## src/rtl/sine_seq_pkg.sv

```systemverilog
`default_nettype none
// ============================================================================
// Module   : sine_seq_pkg
// Purpose  : Shared definitions for the sine-generation sequencer: register
//            map, sequencer state encoding and the pi/2 angle constant.
// Revision : 1.0  initial release
// ============================================================================
package sine_seq_pkg;

  // Register map of the software write port
  localparam logic [1:0] ADDR_FREQ  = 2'd0;
  localparam logic [1:0] ADDR_DIV   = 2'd1;
  localparam logic [1:0] ADDR_CTRL  = 2'd2;
  localparam logic [1:0] ADDR_FSTOP = 2'd3;

  // Sequencer states
  typedef enum logic [1:0] {
    IDLE  = 2'd0,
    RUN   = 2'd1,
    SWEEP = 2'd2,
    DRAIN = 2'd3
  } state_t;

  // pi/2 in Q2.14: the top of the CORDIC's legal angle range
  localparam int PI_HALF_Q14 = 25736;

endpackage
`default_nettype wire

```

## src/rtl/sine_seq_phase_fold.sv

```systemverilog
`default_nettype none
// ============================================================================
// Module   : phase_fold
// Purpose  : Folds a 16-bit full-circle phase into the first quadrant and
//            scales it to a Q2.14 angle (0..pi/2). The quadrant sign is kept
//            as a negate flag. Angle and flag are registered on a tick; the
//            tick itself is registered every cycle so it stays aligned.
// Ports    : clk, rst_n     clock, async active-low reset
//            tick_i         phase sample strobe
//            ph_i[15:0]     phase, full scale = 2*pi
//            angle_o        Q2.14 angle, 0..25736, zero-extended
//            neg_o          sample must be negated (lower half of circle)
//            tick_o         tick_i delayed one clock, aligned with angle_o
// Revision : 1.0  initial release
// ============================================================================
module phase_fold #(
  parameter int BITS = 16
) (
  input  logic          clk,
  input  logic          rst_n,
  input  logic          tick_i,
  input  logic [15:0]   ph_i,
  output logic [BITS:0] angle_o,
  output logic          neg_o,
  output logic          tick_o
);
  import sine_seq_pkg::*;

  localparam int AW = BITS + 1;

  logic [1:0]  w_q;
  logic [13:0] w_r;
  logic [14:0] w_rf;
  logic [28:0] w_prod;
  logic [14:0] w_angle;

  assign w_q = ph_i[15:14];
  assign w_r = ph_i[13:0];

  // Odd quadrants run backwards: r' = 16384 - r (r=0 gives the full 16384)
  assign w_rf = w_q[0] ? (15'd16384 - {1'b0, w_r}) : {1'b0, w_r};

  // 16384 * 25736 < 2^29, so 29 bits hold the full product
  assign w_prod  = 29'(w_rf) * 29'(PI_HALF_Q14);
  assign w_angle = 15'(w_prod >> 14);

  always_ff @(posedge clk or negedge rst_n) begin
    if (!rst_n) begin
      angle_o <= '0;
      neg_o   <= 1'b0;
      tick_o  <= 1'b0;
    end else begin
      tick_o <= tick_i;
      if (tick_i) begin
        angle_o <= AW'(w_angle);
        neg_o   <= w_q[1];
      end
    end
  end

endmodule
`default_nettype wire

```

## src/rtl/sine_seq.sv

```systemverilog
`default_nettype none
// ============================================================================
// Module   : sine_seq
// Purpose  : Sample-rate sequencer for the sine datapath. Owns the phase
//            accumulator and sample divider, feeds folded angles to an
//            external CORDIC, tracks the quadrant sign through the CORDIC
//            latency and emits sign-restored samples to the DAC.
// Config   : SINE_SEQ_SWEEP_EN enables the linear frequency sweep (SWEEP
//            state, FSTOP register, CTRL.sweep and CTRL.FSTEP).
// Ports    : clk, rst_n              clock, async active-low reset
//            wr_en/wr_addr/wr_data   register write port
//                                    (0=FREQ 1=DIV 2=CTRL 3=FSTOP)
//            angle_o                 Q2.14 angle to the CORDIC
//            sinus_i                 CORDIC sine result, signed
//            sample_o, sample_vld_o  signed sample and its update pulse
//            busy_o                  sequencer not in IDLE
// Revision : 1.0  initial release
// ============================================================================
module sine_seq #(
  parameter int BITS       = 16,
  parameter int CORDIC_LAT = 14
) (
  input  logic                   clk,
  input  logic                   rst_n,
  input  logic                   wr_en,
  input  logic [1:0]             wr_addr,
  input  logic [15:0]            wr_data,
  output logic [BITS:0]          angle_o,
  input  logic signed [BITS-1:0] sinus_i,
  output logic signed [BITS-1:0] sample_o,
  output logic                   sample_vld_o,
  output logic                   busy_o
);
  import sine_seq_pkg::*;

  localparam int DCW = $clog2(CORDIC_LAT + 1);
  localparam logic signed [BITS-1:0] c_smin = {1'b1, {(BITS-1){1'b0}}};
  localparam logic signed [BITS-1:0] c_smax = {1'b0, {(BITS-1){1'b1}}};

  state_t                r_state;
  logic [15:0]           r_freq;
  logic [15:0]           r_div;
  logic                  r_run;
  logic [15:0]           r_ph;
  logic [15:0]           r_div_cnt;
  logic [DCW-1:0]        r_drain_cnt;
  logic [CORDIC_LAT-1:0] r_tick_sr;
  logic [CORDIC_LAT-1:0] r_neg_sr;

  logic                  w_wr_ctrl;
  logic                  w_run_nxt;
  logic                  w_sweep_nxt;
  logic                  w_tick;
  logic                  w_sweep_upd;
  logic                  w_sweep_done;
  logic                  w_fold_neg;
  logic                  w_fold_tick;
  logic signed [BITS-1:0] w_sin_neg;

  // The FSM reacts to a CTRL write on the same edge that stores it, so the
  // sequencer enters RUN together with the register update.
  assign w_wr_ctrl = wr_en && (wr_addr == ADDR_CTRL);
  assign w_run_nxt = w_wr_ctrl ? wr_data[0] : r_run;

  // A tick is suppressed in the cycle that stops the run, so every tick
  // issued before DRAIN is covered by the DRAIN wait.
  assign w_tick = ((r_state == RUN) || (r_state == SWEEP)) &&
                  (r_div_cnt == 16'd0) && w_run_nxt;

`ifdef SINE_SEQ_SWEEP_EN
  logic        r_sweep;
  logic [13:0] r_fstep;
  logic [15:0] r_fstop;
  logic [16:0] w_freq_sum;

  assign w_sweep_nxt  = w_wr_ctrl ? wr_data[1] : r_sweep;
  assign w_sweep_upd  = (r_state == SWEEP) && w_tick;
  assign w_freq_sum   = {1'b0, r_freq} + {3'b000, r_fstep};
  assign w_sweep_done = (w_freq_sum >= {1'b0, r_fstop});

  always_ff @(posedge clk or negedge rst_n) begin
    if (!rst_n) begin
      r_sweep <= 1'b0;
      r_fstep <= '0;
      r_fstop <= '0;
    end else if (wr_en) begin
      if (wr_addr == ADDR_CTRL) begin
        r_sweep <= wr_data[1];
        r_fstep <= wr_data[15:2];
      end
      if (wr_addr == ADDR_FSTOP) r_fstop <= wr_data;
    end
  end
`else
  assign w_sweep_nxt  = 1'b0;
  assign w_sweep_upd  = 1'b0;
  assign w_sweep_done = 1'b0;
`endif

  // FREQ: a software write overrides a sweep step in the same cycle
  always_ff @(posedge clk or negedge rst_n) begin
    if (!rst_n) begin
      r_freq <= '0;
    end else if (wr_en && (wr_addr == ADDR_FREQ)) begin
      r_freq <= wr_data;
`ifdef SINE_SEQ_SWEEP_EN
    end else if (w_sweep_upd) begin
      r_freq <= w_sweep_done ? r_fstop : w_freq_sum[15:0];
`endif
    end
  end

  always_ff @(posedge clk or negedge rst_n) begin
    if (!rst_n) begin
      r_div <= '0;
      r_run <= 1'b0;
    end else if (wr_en) begin
      if (wr_addr == ADDR_DIV)  r_div <= wr_data;
      if (wr_addr == ADDR_CTRL) r_run <= wr_data[0];
    end
  end

  // Sequencer, divider and phase accumulator
  always_ff @(posedge clk or negedge rst_n) begin
    if (!rst_n) begin
      r_state     <= IDLE;
      r_div_cnt   <= '0;
      r_drain_cnt <= '0;
      r_ph        <= '0;
    end else begin
      case (r_state)
        IDLE: begin
          r_div_cnt <= '0;
          if (w_run_nxt) r_state <= w_sweep_nxt ? SWEEP : RUN;
        end
        RUN, SWEEP: begin
          if (w_tick) r_ph <= r_ph + r_freq;
          // >= keeps the count bounded if DIV is lowered mid-count
          r_div_cnt <= (r_div_cnt >= r_div) ? 16'd0 : r_div_cnt + 16'd1;
          if (!w_run_nxt) begin
            r_state     <= DRAIN;
            r_drain_cnt <= '0;
          end else if (w_sweep_upd && w_sweep_done) begin
            r_state <= RUN;
          end
        end
        DRAIN: begin
          r_ph <= '0;
          if (r_drain_cnt == DCW'(CORDIC_LAT - 1)) r_state <= IDLE;
          else r_drain_cnt <= r_drain_cnt + DCW'(1);
        end
        default: r_state <= IDLE;
      endcase
    end
  end

  phase_fold #(.BITS(BITS)) u_phase_fold (
    .clk     (clk),
    .rst_n   (rst_n),
    .tick_i  (w_tick),
    .ph_i    (r_ph),
    .angle_o (angle_o),
    .neg_o   (w_fold_neg),
    .tick_o  (w_fold_tick)
  );

  // Tick/negate delay line matching the CORDIC pipeline. Clearing it on
  // reset discards whatever stale results the CORDIC still holds.
  always_ff @(posedge clk or negedge rst_n) begin
    if (!rst_n) begin
      r_tick_sr <= '0;
      r_neg_sr  <= '0;
    end else begin
      r_tick_sr <= {r_tick_sr[CORDIC_LAT-2:0], w_fold_tick};
      r_neg_sr  <= {r_neg_sr[CORDIC_LAT-2:0], w_fold_neg};
    end
  end

  // The most negative code has no positive twin; clamp its negation
  assign w_sin_neg = (sinus_i == c_smin) ? c_smax : -sinus_i;

  always_ff @(posedge clk or negedge rst_n) begin
    if (!rst_n) begin
      sample_o     <= '0;
      sample_vld_o <= 1'b0;
    end else if (r_tick_sr[CORDIC_LAT-1]) begin
      sample_o     <= r_neg_sr[CORDIC_LAT-1] ? w_sin_neg : sinus_i;
      sample_vld_o <= 1'b1;
    end else begin
      sample_vld_o <= 1'b0;
      if (r_state == IDLE) sample_o <= '0;
    end
  end

  assign busy_o = (r_state != IDLE);

endmodule
`default_nettype wire

```

## config.mk

```make
export PLATFORM = sky130hd
export DESIGN_NAME = sine_seq
export DESIGN_NICKNAME = d
export VERILOG_FILES = /design/src/rtl/sine_seq_pkg.sv /design/src/rtl/sine_seq_phase_fold.sv /design/src/rtl/sine_seq.sv
export SDC_FILE = /design/constraint.sdc
export NUM_CORES = 1
export LEC_CHECK = 0
export ABC_AREA = 0
export BUFFER_PORTS_ARGS = -buffer_cell sky130_fd_sc_hd__clkbuf_2
export CAP_MARGIN = 20
export CORE_ASPECT_RATIO = 0.7
export CORE_UTILIZATION = 60
export DETAILED_ROUTE_END_ITERATION = 7
export PLACE_DENSITY = 0.87
export SYNTH_ARGS = -nofsm -noshare
export SYNTH_HDL_FRONTEND = slang
export SYNTH_SLANG_ARGS = --single-unit
```

## constraint.sdc

```tcl
create_clock -name clk -period 7.29 [get_ports clk]
set_input_delay 0.3645 -clock clk [delete_from_list [all_inputs] [get_ports clk]]
set_output_delay 0.3645 -clock clk [all_outputs]
set_load 0.005 [all_outputs]
```

# Yosys cells after proc, flatten, opt, wreduce, memory -nomap -nowiden

Cells that the tools add are included.

Reduce and logical (&&, ||, !) cells: 18
Multipliers: 1
Shift-type cells: 0
Bitwise logic cells: 0
Equal/unequal tests: 12
Mux-type cells: 18
Add/sub/neg operators: 5
$lt $le $gt $ge: 1
Divide/modulo/power cells: 0

Operator list:

| kind                                                                  | number |
|---|---|
| 16-bit 2-to-1 mux                                                     | 6 |
| 16-bit case mux with 2 select lines                                   | 2 |
| 15-bit by 12-bit multiplier with 26-bit output, second input constant | 1 |
| 16-bit by 1-bit adder with 16-bit output, second input constant       | 1 |
| 16-bit adder                                                          | 1 |
| 16-bit == test, second input constant                                 | 1 |
| 16-bit greater-or-equal comparator                                    | 1 |
| 16-bit logical NOT                                                    | 1 |
| 16-bit negation                                                       | 1 |
| 15-bit 2-to-1 mux                                                     | 1 |
| 15-bit by 14-bit subtractor with 15-bit output, first input constant  | 1 |
| 4-bit 2-to-1 mux                                                      | 2 |
| 2-bit != test, second input constant                                  | 4 |
| 4-bit case mux with 2 select lines                                    | 1 |
| 2-bit nonzero test                                                    | 4 |
| 2-bit == test, second input constant                                  | 3 |
| 2-bit 2-to-1 mux                                                      | 3 |
| 2-bit case mux with 3 select lines                                    | 1 |
| 2-bit AND reduction                                                   | 3 |
| 3-bit AND reduction                                                   | 2 |
| 4-bit by 1-bit adder with 4-bit output, second input constant         | 1 |
| 2-bit by 1-bit == test with 1-bit output, second input constant       | 2 |
| 4-bit == test, second input constant                                  | 1 |
| 1-bit logical AND                                                     | 4 |
| 5 further kinds                                                       | 7 |

Register bits: 133
Bits in latches: 0
Logic and storage cells: 69
Memory bits (writable): 0
Memory bits (read-only): 0
Memories: 0

# Logic depth before layout (Yosys ltp)

Word-level depth: 6
Depth in mapped cells: 22
Gate-level depth less buffers: 22

# Hierarchy

A second synthesis with hierarchy kept.

Cell total of the unflattened synthesis: 905
Area, all modules: 9328.9 um^2

By module, submodules not included:

| module     | area an instance (um^2) | instances | cells each |
|---|---|---|---|
| sine_seq   | 5909.4                  | 1         | 536 |
| phase_fold | 3419.5                  | 1         | 369 |

# Worst setup path before layout

OpenSTA, ideal clock, no wires.

Path type: register to register
From: reg r_ph[3]
To: reg u_phase_fold.angle_o[14]
Path buffers: 1
Data arrival time: 5.304 ns
Slack: 1.855 ns
Setup time: 0.131 ns
Stages on the path, launching flop included: 20
Path through: dfrtp_1 buf_2 or4_1 o21ai_0 xnor2_1 fa_1 inv_1 fa_1 inv_1 fa_1 ha_1 ha_1 a21o_1 a21o_1 a21oi_1 o21ai_0 o41ai_4 o21ai_2 nand4_1 or3b_1

Cells in the longest elaborated chain, start to end: 3

RTL lines:

| element                                            | line                      | RTL |
|---|---|---|
| start, declared                                    | sine_seq.sv:44            | `logic [15:0] r_ph;` |
| start signal, assigned                             | sine_seq.sv:137           | `if (w_tick) r_ph <= r_ph + r_freq;` |
| 15-bit by 14-bit subtractor with 15-bit output     | sine_seq_phase_fold.sv:41 | `assign w_rf = w_q[0] ? (15'd16384 - {1'b0, w_r}) : {1'b0, w_r};` |
| 15-bit 2-to-1 mux (*)                              | sine_seq_phase_fold.sv:41 |  |
| 15-bit by 12-bit multiplier with 26-bit output (*) | sine_seq_phase_fold.sv:44 | `assign w_prod = 29'(w_rf) * 29'(PI_HALF_Q14);` |
| end signal, assigned                               | sine_seq_phase_fold.sv:55 | `angle_o <= AW'(w_angle);` |
| end, declared                                      | sine_seq_phase_fold.sv:23 | `output logic [BITS:0] angle_o,` |

Mark *: on every way between the ends. The rest lies on a longest branch, timed or not.
A chain may end at the register's enable or synchronous reset.

# Worst setup path after layout

Ends and elaborated chain as after synthesis.

==> metrics.txt <==
worst setup margin=1440 ps; Longest Clk Path Bufs=2; Crit path max-delay family=adder cells; wire per inst=17.3 um; DRC=0; Most common cell on crit path=fa_1; via/cell ratio=5.85; Clock Skew=8.05 ps; slowest stage cell, crit path=fa_1; initial drt markers=347; Skew-Pair Late Insertion Delay=420 ps; num ports=72; data arrival time of the worst path=6210 ps; Die Span Y=104 um; CTS buffer count=17; Tmin final=5850 ps; global route overflow=0; most used flip-flop cell after synthesis=dfrtp_1; fin crit share=80.3%; CP Launch Type=register; Fin. Hold Viols=0; CP bufs+invs=2; initial antenna violation count=0; Achievable Freq=171 MHz; Starting Density=61.3%; pre-CTS setup slack=1530 ps; Req. time, crit path=7650 ps; total track usage=27.5%; Row Count=37; Die X=148 um; Avg Inst Size Synth=10.3 um2; Post-Synthesis Cells=873; Slew Limit Fails=0; status=finished clean; first drt pass iteration count=5; MaxCap Viol Count=0; Vias=6758; CP Cell Sequence=or4_1 > o21ai_0 > xnor2_1 > fa_1 > inv_1 > fa_1 > inv_1 > fa_1 > ha_1 > ha_1 > a21o_1 > a21o_1 > a21oi_1 > o21ai_0 > o41ai_4 > o21ai_2 > a2111oi_2 > or3b_1; synth unique cells=65; most common cell after layout, fill and taps aside=dfrtp_1; Reg clk slew, reported paths=60 ps; PortBufs=69; Hold Startpoint=wr_data[10]; Slew HR=40.2%; # diodes=0; share of cells above drive strength 1=15.7%; share of flip-flops with an asynchronous set or reset=100%; routability cong.=0.881; largest net degree at the start of global routing=74; final setup TNS=0 ps; core area=14700 um2; Seq/Total Area, Yosys=37.0%; maximum fanout along the worst path=8; H-tree lvl count=4; NumNets Final=1127; Post-synth EDFFs=0; RSZ-0062 raised after global routing=no; Critical Path Start=r_ph[3]; Worst R2R Start=r_ph[3]; #FFs+latches synth=133; Mapped Area=8990 um2; final WL=20000 um; first-pass GRT wire length=33300 um; area of the die=15500 um2; vias in the first global route=6719; Area growth syn-to-layout=13.1%; # setup viols final=0; CTS Root Cell=clkbuf_16; Least-Margin Pin Slew=897 ps; Post-DP HPWL=14400 um; max incr delay on CP=600 ps; ANT nets after route=0; Setup CP Type=reg2reg; Worst setup EP type=register; Tightest Hold Check Type=in2reg; Clock Sink Count=133; Synth warnings=0; CTS tree=done; highest-count cells in the layout ignoring fill and taps=dfrtp_1, ha_1, inv_1
routing by layer:
layer  part of all wire [%]  up-vias  routed length (um)  global-route usage (%)
li1                       -     3222                   -                       -
met1                     47     3308                9350                    37.4
met2                     47      187                9320                    43.7
met3                    4.6       41                 922                    5.26
met4                    2.2        0                 440                    10.3
met5                      0        -                   0                       0
repair_timing:
action	CTS	global route
setup buffers	0	0
hold buffers	1	0
resized for setup	0	0
hold endpoints to repair	60	0
worst register-to-register path, cell delays in order, from the launching register on:
cell       delay [ps]
dfrtp_1           480
or4_1             570
o21ai_0           380
xnor2_1           310
fa_1              600
inv_1              60
fa_1              510
inv_1              50
fa_1              450
ha_1              310
ha_1              350
a21o_1            200
a21o_1            170
a21oi_1           120
o21ai_0           190
o41ai_4           360
o21ai_2           150
a2111oi_2         370
or3b_1            150
sequential cells by signal (all words and copies together), names as in the netlist:
signal,cells
r_ph,16
r_state,2
u_phase_fold.neg_o,1
r_freq,16
r_drain_cnt,4
u_phase_fold.angle_o,15
r_div,16
r_neg_sr,14
sample_o,16
r_div_cnt,16
sample_vld_o,1
r_tick_sr,14
u_phase_fold.tick_o,1
r_run,1
worst paths after layout:
path | endpoint | slack, ps | depth (start not counted)
max | u_phase_fold.angle_o[14] | 1440 | 18
max in group asynchronous | r_ph[7] | 5470 | 3
max reg2reg | u_phase_fold.angle_o[14] | 1440 | 18
min | r_div[10] | 190 | 2
min in group asynchronous | r_tick_sr[12] | 490 | 2
min reg2reg | r_neg_sr[12] | 340 | 0
cell type report:
cell class                      instances  area, um2
Multi-Input combinational cell        623       5200
Fill cell                            1050       4500
Sequential cell                       133       3330
Clock buffer                           20        447
Timing Repair Buffer                   76        410
Inverter                               96        360
Tap cell                              195        244
Clock inverter                         12        178
Yosys cell counts, types with 13 or more instances:
cell type | n | area, um2
a21o_1 | 13 | 97.6
a21oi_1 | 42 | 210
a22o_1 | 25 | 219
a31oi_1 | 13 | 81.3
and3_1 | 14 | 87.6
clkbuf_1 | 13 | 48.8
dfrtp_1 | 133 | 3330
fa_1 | 25 | 500
ha_1 | 118 | 1480
inv_1 | 95 | 357
mux2_2 | 32 | 360
nand2_1 | 75 | 282
nand3_1 | 19 | 95.1
nor2_1 | 28 | 105
nor3_1 | 16 | 80.1
o21ai_0 | 26 | 130
xnor2_1 | 32 | 280
xor2_1 | 23 | 201
through the flow:
step | util, % | cells | cell area [um2] | hold slack, ps
2_1_floorplan | - | 874 | 8990 | 68.9
3_3_place_gp | 64.9 | 1121 | 9530 | 333
3_5_place_dp | 64.9 | 1121 | 9530 | 336
4_1_cts | 69.2 | 1154 | 10200 | 183
5_1_grt | 69.3 | 1155 | 10200 | 203
6_report | 69.3 | 1155 | 10200 | 190
cell families (layout without fill, tap and decap cells):
family / count (synthesis) / count (layout) / share of synthesized area [%]
compound gates: 178 / 178 / 14.1
xor+xnor: 55 / 55 / 5.36
flops: 133 / 133 / 37.0
buf+inv: 118 / 204 / 5.19
other cells: 1 / 2 / 0.0417
mux: 43 / 43 / 5.23
simple gates: 202 / 202 / 11.0
fa+ha+maj: 143 / 143 / 22.0
Power is left out: the tool's default activity adds up to more than one toggle a clock period on the data nets, which glitch-free logic cannot reach.
